File: src/rtl/flash_bpi_ctrl.sv
// flash_bpi_ctrl
// Sequencer for a 16-bit asynchronous parallel NOR (BPI) flash. Converts
// single-word read/write requests into flash bus cycles with parameterised
// setup, pulse, hold and turnaround timing. Read data comes back on a
// valid/ready response channel. The flash_io_dq tristate buffer lives in the
// top level; this block only drives flash_dq_o/flash_dq_oe and reads
// flash_dq_i.
//
// Ports:
//   CLK, RST              clock (rising edge), synchronous active-high reset
//   req_valid/req_ready   request handshake
//   req_write             1 = write, 0 = read
//   req_addr, req_wdata   flash word address and write data
//   rsp_valid/rsp_ready   read response handshake
//   rsp_data, rsp_err     read data; rsp_err = read ended by WAIT timeout
//   flash_addr            flash address pins (registered)
//   flash_dq_o/oe, dq_i   data bus towards/from the external tristate buffer
//   flash_wait            flash WAIT pin (asynchronous, synchronized here)
//   flash_ce_n/oe_n/we_n  active-low strobes (registered)

module flash_bpi_ctrl #(
    parameter int RD_WAIT      = 8,
    parameter int WR_SETUP     = 2,
    parameter int WR_PULSE     = 6,
    parameter int WR_HOLD      = 2,
    parameter int TURN_CYC     = 2,
    parameter int WAIT_TIMEOUT = 64
) (
    input  logic        CLK,
    input  logic        RST,
    input  logic        req_valid,
    output logic        req_ready,
    input  logic        req_write,
    input  logic [23:0] req_addr,
    input  logic [15:0] req_wdata,
    output logic        rsp_valid,
    input  logic        rsp_ready,
    output logic [15:0] rsp_data,
    output logic        rsp_err,
    output logic [23:0] flash_addr,
    output logic [15:0] flash_dq_o,
    output logic        flash_dq_oe,
    input  logic [15:0] flash_dq_i,
    input  logic        flash_wait,
    output logic        flash_ce_n,
    output logic        flash_oe_n,
    output logic        flash_we_n
);

    typedef enum logic [2:0] {
        IDLE,
        RD_ACT,
        RD_EXT,
        WR_SET,
        WR_PUL,
        WR_HLD,
        TURN
    } state_t;

    // Counters count down to zero, so each phase loads its length minus one.
    localparam logic [7:0] RD_LOAD   = 8'(RD_WAIT - 1);
    localparam logic [7:0] SET_LOAD  = 8'(WR_SETUP - 1);
    localparam logic [7:0] PUL_LOAD  = 8'(WR_PULSE - 1);
    localparam logic [7:0] HLD_LOAD  = 8'(WR_HOLD - 1);
    localparam logic [7:0] TURN_LOAD = 8'(TURN_CYC - 1);
    localparam logic [7:0] TO_LOAD   = 8'(WAIT_TIMEOUT - 1);

    state_t      state_q, state_d;
    logic [7:0]  cnt_q, cnt_d;
    logic [23:0] addr_q, addr_d;
    logic [15:0] dq_o_q, dq_o_d;
    logic        dq_oe_q, dq_oe_d;
    logic        ce_n_q, ce_n_d;
    logic        oe_n_q, oe_n_d;
    logic        we_n_q, we_n_d;
    logic        rsp_valid_q, rsp_valid_d;
    logic [15:0] rsp_data_q, rsp_data_d;
    logic        rsp_err_q, rsp_err_d;
    logic        wait_s1_q, wait_s2_q;
    logic        cnt_zero;
    logic        finish_rd;
    logic        rd_err;

    // Ready never looks at req_valid; the pending-response term keeps a new
    // accept from ever sharing an edge with a response clear.
    assign req_ready = (state_q == IDLE) && !rsp_valid_q && !RST;
    assign cnt_zero  = (cnt_q == 8'd0);

    always_comb begin
        state_d     = state_q;
        cnt_d       = cnt_q;
        addr_d      = addr_q;
        dq_o_d      = dq_o_q;
        dq_oe_d     = dq_oe_q;
        ce_n_d      = ce_n_q;
        oe_n_d      = oe_n_q;
        we_n_d      = we_n_q;
        rsp_valid_d = rsp_valid_q;
        rsp_data_d  = rsp_data_q;
        rsp_err_d   = rsp_err_q;
        finish_rd   = 1'b0;
        rd_err      = 1'b0;

        if (rsp_valid_q && rsp_ready) begin
            rsp_valid_d = 1'b0;
        end

        case (state_q)
            IDLE: begin
                if (req_valid && req_ready) begin
                    addr_d = req_addr;
                    ce_n_d = 1'b0;
                    if (req_write) begin
                        state_d = WR_SET;
                        dq_o_d  = req_wdata;
                        dq_oe_d = 1'b1;
                        cnt_d   = SET_LOAD;
                    end else begin
                        state_d = RD_ACT;
                        oe_n_d  = 1'b0;
                        cnt_d   = RD_LOAD;
                    end
                end
            end
            RD_ACT: begin
                if (cnt_zero) begin
                    if (wait_s2_q) begin
                        state_d = RD_EXT;
                        cnt_d   = TO_LOAD;
                    end else begin
                        finish_rd = 1'b1;
                    end
                end else begin
                    cnt_d = cnt_q - 8'd1;
                end
            end
            RD_EXT: begin
                // A released WAIT wins over a timeout landing on the same cycle.
                if (!wait_s2_q) begin
                    finish_rd = 1'b1;
                end else if (cnt_zero) begin
                    finish_rd = 1'b1;
                    rd_err    = 1'b1;
                end else begin
                    cnt_d = cnt_q - 8'd1;
                end
            end
            WR_SET: begin
                if (cnt_zero) begin
                    state_d = WR_PUL;
                    we_n_d  = 1'b0;
                    cnt_d   = PUL_LOAD;
                end else begin
                    cnt_d = cnt_q - 8'd1;
                end
            end
            WR_PUL: begin
                if (cnt_zero) begin
                    state_d = WR_HLD;
                    we_n_d  = 1'b1;
                    cnt_d   = HLD_LOAD;
                end else begin
                    cnt_d = cnt_q - 8'd1;
                end
            end
            WR_HLD: begin
                if (cnt_zero) begin
                    state_d = TURN;
                    ce_n_d  = 1'b1;
                    dq_oe_d = 1'b0;
                    cnt_d   = TURN_LOAD;
                end else begin
                    cnt_d = cnt_q - 8'd1;
                end
            end
            TURN: begin
                if (cnt_zero) begin
                    state_d = IDLE;
                end else begin
                    cnt_d = cnt_q - 8'd1;
                end
            end
            default: begin
                state_d = IDLE;
            end
        endcase

        // Common read completion: sample the bus, raise the response and
        // release the strobes in the same edge.
        if (finish_rd) begin
            rsp_data_d  = flash_dq_i;
            rsp_err_d   = rd_err;
            rsp_valid_d = 1'b1;
            ce_n_d      = 1'b1;
            oe_n_d      = 1'b1;
            state_d     = TURN;
            cnt_d       = TURN_LOAD;
        end
    end

    always_ff @(posedge CLK) begin
        if (RST) begin
            state_q     <= IDLE;
            cnt_q       <= 8'd0;
            addr_q      <= 24'd0;
            dq_o_q      <= 16'd0;
            dq_oe_q     <= 1'b0;
            ce_n_q      <= 1'b1;
            oe_n_q      <= 1'b1;
            we_n_q      <= 1'b1;
            rsp_valid_q <= 1'b0;
            rsp_data_q  <= 16'd0;
            rsp_err_q   <= 1'b0;
            wait_s1_q   <= 1'b0;
            wait_s2_q   <= 1'b0;
        end else begin
            state_q     <= state_d;
            cnt_q       <= cnt_d;
            addr_q      <= addr_d;
            dq_o_q      <= dq_o_d;
            dq_oe_q     <= dq_oe_d;
            ce_n_q      <= ce_n_d;
            oe_n_q      <= oe_n_d;
            we_n_q      <= we_n_d;
            rsp_valid_q <= rsp_valid_d;
            rsp_data_q  <= rsp_data_d;
            rsp_err_q   <= rsp_err_d;
            wait_s1_q   <= flash_wait;
            wait_s2_q   <= wait_s1_q;
        end
    end

    assign rsp_valid   = rsp_valid_q;
    assign rsp_data    = rsp_data_q;
    assign rsp_err     = rsp_err_q;
    assign flash_addr  = addr_q;
    assign flash_dq_o  = dq_o_q;
    assign flash_dq_oe = dq_oe_q;
    assign flash_ce_n  = ce_n_q;
    assign flash_oe_n  = oe_n_q;
    assign flash_we_n  = we_n_q;

endmodule
File: config.mk
export PLATFORM = sky130hd
export DESIGN_NAME = flash_bpi_ctrl
export DESIGN_NICKNAME = d
export VERILOG_FILES = /design/src/rtl/flash_bpi_ctrl.sv
export SDC_FILE = /design/constraint.sdc
export NUM_CORES = 1
export LEC_CHECK = 0
export BUFFER_PORTS_ARGS = -buffer_cell sky130_fd_sc_hd__buf_2
export CAP_MARGIN = 20
export CORE_ASPECT_RATIO = 0.5
export CORE_MARGIN = 2
export CORE_UTILIZATION = 48
export CTS_BUF_LIST = sky130_fd_sc_hd__clkbuf_16
export DETAILED_ROUTE_END_ITERATION = 8
export PLACE_DENSITY = 0.8
export SYNTH_ARGS = -nofsm -noshare
export SYNTH_HDL_FRONTEND = slang
export SYNTH_SLANG_ARGS = --single-unit
File: constraint.sdc
create_clock -name CLK -period 2.55 [get_ports CLK]
set_input_delay 0.255 -clock CLK [delete_from_list [all_inputs] [get_ports CLK]]
set_output_delay 0.255 -clock CLK [all_outputs]
set_load 0.02 [all_outputs]
==> metrics.txt <==
run status=finished, final reports clean; Mapped Area=3032 sq um; Setup Buffers After CTS=0; Vias=2,989; # clock sinks=75; CTS H-Tree Depth=3; Residual DRC=0; routed len/inst=12.59 um; Syn-to-layout area delta=32.03%; Initial Util=0.4986; PD cells=1201 nW/um^2; Via density=4.965; Hold Path Depth=2; asr flop ratio synth=0; post-cts sizing count=0; antenna-violating nets left=0; vias in the first global route=2,704; num rows=20; Die X=116.4 um; post-synthesis adder-cell area fraction=0.008254; Synth Area in Compound Gates=0.1845; post-synthesis mux area share=0.007016; R2R Setup Slk=430 ps; Primary FF master, synth=dfxtp_1; number of DRC markers in iteration 0=163; worst min-delay path startpoint=flash_wait; Num CTS Buffers=9; f_max=470.8 MHz; gpl congestion=0.9550; initial antenna violation count=0; Area contributors post-synth=dfxtp_1, nand2_1, a21oi_1, nor2_1, clkbuf_1; sequential-to-total area share from yosys stat=0.4953; CP Capture Type=flop; Worst EP arrival=2380 ps; Mapped Avg Cell Area=7.814 sq um; Setup Skew=7.238 ps; Slew HR=0.6436; total gr overflow=0; met2 wire length=3625 um; total negative slack=0 ps; Synth Area in XOR/XNOR=0.002889; count of final setup violators=0; root buf cell=clkbuf_16; Placement Setup Slack=438.1 ps; Core ar.=6081 sq um; post-route worst setup slack=426.1 ps; Syn Nets=452; synth unique cells=42; Max clock buf depth=2; I/O pins=125; Synth Area in Simple Gates=0.2567; input/output buffers=124; unrepaired setup endpoints after global routing=false; Crit Reg-Reg Endpoint=rsp_data[2]; R2R Path Start=cnt_q[0]; Die ar.=7006 sq um; Crit path required time=2800 ps; Detail Placement HPWL=5251 um; routed length on met3=440 um; CP max FO=17; worst-margin pin slew=533.2 ps; cells on worst reg2reg path=9; CTS tree=done; FF+latch count, synth=75; hold buffers post-CTS=0; Die Span Y=60.20 um; fin nets=573; global-route wire length before repair=12,260 um; DRT Wirelength=7578 um; met1 wire length=3408 um; DRT Pass-1 Iters=4; main combinational cell family by area after synthesis=simple AND/OR/NAND/NOR gates; final core utilization=0.6582; max cap viols=0; Min-Delay Path Class=in -> reg; area leader, netlist=dfxtp_1; layout cells sized above 1=0.3035; total global-route track usage=0.2255; worst-skew pair later-pin latency=330 ps; CTS clock-pin slew for the worst setup and hold paths=50 ps; fin crit period=2124 ps; Final Slew Violations=0; WS Path Type=reg -> reg; total of warnings raised by yosys=0; IR drop worst, VDD=0.6818 mV; static leakage=0.001777 uW; Hold EP=wait_s1_q; largest net degree at the start of global routing=39; Gate Count Post-Synth=388; Tcrit/Tclk final=0.8329; Critical Path Start Type=flop; number of synthesized flops with an enable pin=0; share of the synthesized area in the top cell type=0.4953; # diodes=0; top routing layer used=met4; final hold vios=0
report_power, final:
group | switching [uW] | internal [uW] | leakage (uW)
clock | 461 | 744 | 0.000145
sequential | 185 | 1410 | 0.000611
combinational | 1300 | 708 | 0.00102
worst max path at each step:
stage	end	from
final	rsp_data[2]	cnt_q[0]
after global routing	cnt_q[1]	cnt_q[0]
after detailed placement	cnt_q[5]	cnt_q[0]
after floorplan	rsp_data[10]	cnt_q[0]
after CTS	rsp_data[2]	cnt_q[0]
after global placement	cnt_q[3]	cnt_q[0]
through the flow:
| stage | cells | total power [uW] | instance area [sq um] | hold slack, ps |
|---|---|---|---|---|
| after floorplan | 388 | 3091 | 3032 | 383.2 |
| after global placement | 586 | 3573 | 3717 | 420.0 |
| after detailed placement | 586 | 3595 | 3717 | 432.3 |
| after CTS | 602 | 4825 | 4003 | 138.9 |
| after global routing | 602 | 5139 | 4003 | 151.1 |
| final | 602 | 4806 | 4003 | 145.6 |
worst max-delay path: stages (launching register included):
cell and delay, ps:
dfxtp_1 340, inv_1 70, ha_1 190, or4b_4 530, nor2_8 200, inv_4 90, o21ai_4 160, buf_4 240
nand2_1 70, a21oi_1 160
routing by layer:
layer	global-route usage	up-vias
li1	-	1547
met1	0.2785	1357
met2	0.3779	74
met3	0.08519	11
met4	0.05612	0
met5	0	-
layout make-up:
| type | instances | area, sq um |
|---|---|---|
| Timing Repair Buffer | 133 | 688.2 |
| Inverter | 6 | 25.02 |
| Sequential cell | 75 | 1501 |
| Clock inverter | 7 | 60.06 |
| Multi-Input combinational cell | 284 | 1393 |
| Fill cell | 553 | 2078 |
| Clock buffer | 9 | 225.2 |
| Tap cell | 88 | 110.1 |
cells in the mapped netlist (2+ instances only):
| cell | count |
|---|---|
| and3_1 | 2 |
| nand2_1 | 121 |
| nand3_1 | 7 |
| a21oi_1 | 74 |
| nor3_1 | 11 |
| buf_2 | 3 |
| nor2b_1 | 3 |
| inv_1 | 5 |
| ha_1 | 2 |
| nand2b_1 | 2 |
| buf_6 | 3 |
| o21ai_0 | 11 |
| a211oi_1 | 3 |
| nor2_1 | 20 |
| clkbuf_1 | 16 |
| nor3b_1 | 2 |
| or3_1 | 3 |
| o21a_1 | 2 |
| dfxtp_1 | 75 |
logic make-up after synthesis:
group           Yosys count
simple gates            179
compound gates          100
flops                    75
buf+inv                  29
mux                       2
fa+ha+maj                 2
xor+xnor                  1
sequential cells by signal, indices dropped and copies added, names as in the netlist:
register / flops
state_q: 3
wait_s1_q: 1
flash_we_n: 1
flash_ce_n: 1
flash_dq_o: 16
rsp_data: 16
flash_dq_oe: 1
rsp_valid: 1
rsp_err: 1
cnt_q: 8
flash_oe_n: 1
wait_s2_q: 1
flash_addr: 24
placed cells by master, fill, tap and decap left out, types with 2 or more instances in the layout:
master     instances
clkinv_1           2
a21oi_1           74
o21a_1             2
ha_1               2
buf_2            124
clkinv_2           2
inv_1              6
dfxtp_1           75
and3_1             2
or3_1              3
buf_4              9
nand3_1            7
nor3_1            11
clkbuf_16          9
a211oi_1           3
nand2b_1           2
o21ai_0           11
nor2b_1            3
nor3b_1            2
nand2_1          121
nor2_1            20
Note: power is estimated with default switching activity, not from simulation.
